## src/rtl/clk_ctrl_pkg.sv

```systemverilog
// Shared types and defaults for the programmable clock divider controller.
package clk_ctrl_pkg;
  localparam int CNT_W_DEF   = 25;
  localparam int DEF_DIV_DEF = 8333333;

  typedef enum logic [1:0] {
    ST_IDLE     = 2'd0,
    ST_RUN      = 2'd1,
    ST_STOPPING = 2'd2
  } state_e;
endpackage

```

## src/rtl/clk_div_core.sv

```systemverilog
// Counter/toggle datapath: counts to term, then toggles out_clk and pulses tick.
module clk_div_core import clk_ctrl_pkg::*; #(
  parameter int CNT_W = CNT_W_DEF
) (
  input  logic             inp_clk,
  input  logic             rst,
  input  logic             en,
  input  logic             clr,
  input  logic [CNT_W-1:0] term,
  output logic             out_clk,
  output logic             tick,
  output logic             wrap
);
  logic [CNT_W-1:0] cnt_q, cnt_d;
  logic             out_q, out_d;
  logic             tick_q, tick_d;

  // clr dominates so a clean stop never produces a last-cycle toggle
  assign wrap = en && !clr && (cnt_q == term);

  always_comb begin
    cnt_d  = cnt_q;
    out_d  = out_q;
    tick_d = 1'b0;
    if (clr) begin
      cnt_d = '0;
      out_d = 1'b0;
    end else if (wrap) begin
      cnt_d  = '0;
      out_d  = ~out_q;
      tick_d = 1'b1;
    end else if (en) begin
      cnt_d = cnt_q + CNT_W'(1);
    end
  end

  always_ff @(posedge inp_clk or posedge rst) begin
    if (rst) begin
      cnt_q  <= '0;
      out_q  <= 1'b0;
      tick_q <= 1'b0;
    end else begin
      cnt_q  <= cnt_d;
      out_q  <= out_d;
      tick_q <= tick_d;
    end
  end

  assign out_clk = out_q;
  assign tick    = tick_q;
endmodule

```

## src/rtl/clk_div_ctrl.sv

```systemverilog
// Divider controller: run/stop FSM plus glitch-free divisor reconfiguration.
module clk_div_ctrl import clk_ctrl_pkg::*; #(
  parameter int CNT_W   = CNT_W_DEF,
  parameter int DEF_DIV = DEF_DIV_DEF
) (
  input  logic             inp_clk,
  input  logic             rst,
  input  logic             start,
  input  logic             stop,
  input  logic             cfg_valid,
  input  logic [CNT_W-1:0] cfg_div,
  output logic             cfg_ready,
  output logic             out_clk,
  output logic             tick,
  output logic             busy
);
  state_e           state_q, state_d;
  logic             en, clr, wrap, accept;
  logic [CNT_W-1:0] div_q, div_d, shadow_q, shadow_d;
  logic             pend_q, pend_d;

  clk_div_core #(.CNT_W(CNT_W)) u_core (
    .inp_clk (inp_clk),
    .rst     (rst),
    .en      (en),
    .clr     (clr),
    .term    (div_q),
    .out_clk (out_clk),
    .tick    (tick),
    .wrap    (wrap)
  );

  always_ff @(posedge inp_clk or posedge rst) begin
    if (rst) state_q <= ST_IDLE;
    else     state_q <= state_d;
  end

  always_comb begin
    state_d = state_q;
    unique case (state_q)
      ST_IDLE:     if (start && !stop) state_d = ST_RUN;
      // a stop that lands on the falling terminal count finishes right away
      ST_RUN:      if (stop) state_d = (out_clk && !wrap) ? ST_STOPPING : ST_IDLE;
      ST_STOPPING: if (start && !stop) state_d = ST_RUN;
                   else if (wrap)      state_d = ST_IDLE;
      default:     state_d = ST_IDLE;
    endcase
  end

  always_comb begin
    en   = 1'b0;
    clr  = 1'b0;
    busy = 1'b0;
    unique case (state_q)
      ST_IDLE:     clr = start && !stop;
      ST_RUN:      begin en = 1'b1; busy = 1'b1; clr = stop && !out_clk; end
      ST_STOPPING: begin en = 1'b1; busy = 1'b1; end
      default:     ;
    endcase
  end

  assign cfg_ready = !pend_q;
  assign accept    = cfg_valid && cfg_ready;

  // divisor only swaps on a terminal count or when the counter goes quiet
  always_comb begin
    div_d    = div_q;
    shadow_d = shadow_q;
    pend_d   = pend_q;
    if (pend_q && (wrap || state_d == ST_IDLE)) begin
      div_d  = shadow_q;
      pend_d = 1'b0;
    end
    if (accept) begin
      if (state_q == ST_IDLE || state_d == ST_IDLE) begin
        div_d = cfg_div;
      end else begin
        shadow_d = cfg_div;
        pend_d   = 1'b1;
      end
    end
  end

  always_ff @(posedge inp_clk or posedge rst) begin
    if (rst) begin
      div_q    <= CNT_W'(DEF_DIV);
      shadow_q <= '0;
      pend_q   <= 1'b0;
    end else begin
      div_q    <= div_d;
      shadow_q <= shadow_d;
      pend_q   <= pend_d;
    end
  end
endmodule

```

## config.mk

```make
export PLATFORM = sky130hd
export DESIGN_NAME = clk_div_ctrl
export DESIGN_NICKNAME = d
export VERILOG_FILES = /design/src/rtl/clk_ctrl_pkg.sv /design/src/rtl/clk_div_core.sv /design/src/rtl/clk_div_ctrl.sv
export SDC_FILE = /design/constraint.sdc
export NUM_CORES = 1
export LEC_CHECK = 0
export BUFFER_PORTS_ARGS = -buffer_cell sky130_fd_sc_hd__buf_2
export CAP_MARGIN = 20
export CORE_MARGIN = 3
export CORE_UTILIZATION = 52
export CTS_CLUSTER_DIAMETER = 60
export DETAILED_ROUTE_END_ITERATION = 8
export HOLD_SLACK_MARGIN = 0.05
export PLACE_DENSITY = 0.71
export SYNTH_ARGS = -nofsm -noshare
export SYNTH_HDL_FRONTEND = slang
export SYNTH_SLANG_ARGS = --single-unit
```

## constraint.sdc

```tcl
create_clock -name inp_clk -period 5.6 [get_ports inp_clk]
set_input_delay 0.56 -clock inp_clk [delete_from_list [all_inputs] [get_ports inp_clk]]
set_output_delay 0.56 -clock inp_clk [all_outputs]
set_load 0.1 [all_outputs]
```

==> out/metrics.yaml <==
synth_simple_gate_area_share: 0.121
yosysTopAreaCell: "dfrtp_1"
ant_nets: 0
cts_buffers: 9
cts.reportedPaths.clkPinSlew_ps: 80
powerDensity_nw_per_um2: 479
portBuffers: 33
syn_area_um2: 4190
yosys.area_share.adder: 0.0149
relSlewSlack: 0.290
synth_xor_area_frac: 0.100
die-area_um2: 9170
synth_top_family_by_area: "multiplexers"
clkPwrFrac: 0.191
status: "completed"
p_seq_frac: 0.423
met3_usage: 0.0407
cts-root-buf: "clkbuf_8"
arrival_ps: 3760
cts_setup_buffers: 0
post_cts_resized: 0
skew_ps: 5.92
first_global_vias: 2700
antenna_cells: 0
ys_types: 40
postLayoutCoreUtil: 0.597
rsz0062_at_grt: "false"
gr-usage-met2: 0.299
track_usage: 0.189
final_common_cell: "dfrtp_1"
synth_seq_cells: 80
synth_top_area_share: 0.406
gp_congestion: 0.838
cp-end-kind: "flop"
maxSlewViolCount: 0
grt_max_degree: 81
fin_tns_setup_ps: 0
grt_pass1_wl_um: 13100
worst_setup_path_start_kind: "flop"
synth-seq-area-share: 0.481
synth_cells: 340
io_pins: 34
drt_iter0_drc: 117
setup_viol: 0
p_sw_mw: 0.724
die_w_um: 95.8
tightest_slew_ps: 1050
synth-edff-count: 0
drive_above_1_share: 0.372
area_delta_synth_final_pct: 10.7
final_cell_mix: "68 x dfrtp_1, 53 x mux2_2, 34 x nor2_1"
min_period_over_period: 0.628
hold_violations: 0
synth.avg_cell_area_um2: 12.3
clock_path_buffers: 2
synthTopCellsByArea: "dfrtp_1 41%, mux2_2 14%, dfstp_2 7.5%, mux2_4 7.2%, xor2_1 6.3%"
peakVddDrop_uv: 194
hold_slack_ps: 432
grt_busiest_layer: "met2"
met1_usage: 0.253
nets: 414
drc: 0
cp_max_fo: 26
wl_per_cell_um: 15.6
cap_violations: 0
power_frac_comb: 0.385
routed_via_density: 5.45
fp.dieH_um: 95.8
routed_wl_um: 7580
htreeDepth: 3
min_period_ps: 3520
synth_nets: 375
yosys_warnings: 0
cts_hold_buf: 0
p_sw_frac: 0.326
clock_latency_ps: 350
num_vias: 2650
start_util: 0.539
worstPathRequired_ps: 5840
cts_tree: "built"
rows: 32
antenna_found_initial: 0
cts.sinks: 80
reg2reg_slack_ps: 2080
dpl.hpwl_um: 5400
min_path_type: "primary input to flop"
dr.pass1.iters: 4
synth_compound_area_frac: 0.0361
synth_ff_type: "dfrtp_1"
muxShareOfSynthArea: 0.222
power_leakage_nw: 2.10
internal_power_mw: 1.50
place_area_um2: 4440
power_mw: 2.22
stdcell_area_um2: 4640
timing.fmax_ghz: 0.284
grt.overflow.total: 0
core_um2: 7770
async_flop_share: 1.00
crit_type: "flop to flop"
-- critical path, cell delays in order, from the launching register on --
cell	delay, ps
dfrtp_1	500
inv_1	110
ha_1	280
and3b_1	240
or4b_4	550
nor4b_4	310
a32oi_1	220
o2111ai_4	760
mux2_2	420
-- sequential cells by signal (all words and copies together), names as in the netlist --
signal / flops
pend_q: 1
state_q: 2
div_q: 25
shadow_q: 25
u_core.tick: 1
u_core.out_clk: 1
u_core.cnt_q: 25
-- cells by family after synthesis --
logic type | count (synthesis)
simple gates | 96
flops | 80
mux | 76
xor+xnor | 48
compound gates | 20
buf+inv | 15
fa+ha+maj | 5
-- path summary, 6_finish.rpt --
| check | start | to | cells past startpoint |
|---|---|---|---|
| max reg2reg | state_q[0] | shadow_q[9] | 8 |
| min reg2reg | shadow_q[1] | shadow_q[1] | 1 |
| min | cfg_div[0] | shadow_q[0] | 2 |
| max in group asynchronous | rst | u_core.cnt_q[17] | 3 |
| min in group asynchronous | rst | shadow_q[14] | 3 |
| max | state_q[0] | shadow_q[9] | 8 |
-- per-layer routing --
layer / part of all wire / wire length, um
met2: 0.48 / 3650
met1: 0.46 / 3500
met5: 0 / 0
met3: 0.037 / 277
met4: 0.020 / 149
-- through the flow --
stage / instances / setup WS, ps
detailed placement: 470 / 2060
CTS: 486 / 2050
global route: 486 / 1890
global placement: 470 / 2170
floorplan: 340 / 2070
finish: 486 / 2080
-- final cells by class --
cell class,instances,area (um2)
Timing Repair Buffer,37,195
Inverter,6,23.8
Sequential cell,80,2020
Clock buffer,11,141
Fill cell,667,3130
Tap cell,102,128
Clock inverter,5,56.3
Multi-Input combinational cell,245,2080
-- Yosys cell counts, drive strengths merged (2+ instances only) --
master and count:
mux2 76, dfrtp 68, nor2 34, xor2 30, xnor2 18, nand2 14
dfstp 12, nand3 10, nor4 10, buf 7, nand4 7, inv 6
ha 5, o21ai 5, a21oi 4, and3 3, and4 3, nand2b 3
a31oi 2, and3b 2, clkbuf 2, nand3b 2, nor2b 2, nor3 2
o311ai 2
-- power by group through the flow --
stage	Clock [mW]	Sequential, mW	Combinational (mW)
6_report	0.425	0.940	0.856
5_1_grt	0.459	0.971	0.936
4_1_cts	0.435	0.945	0.868
3_5_place_dp	0	0.957	0.863
3_3_place_gp	0	0.948	0.833
2_1_floorplan	0	0.908	0.750
Note: power is estimated with default switching activity, not from simulation.
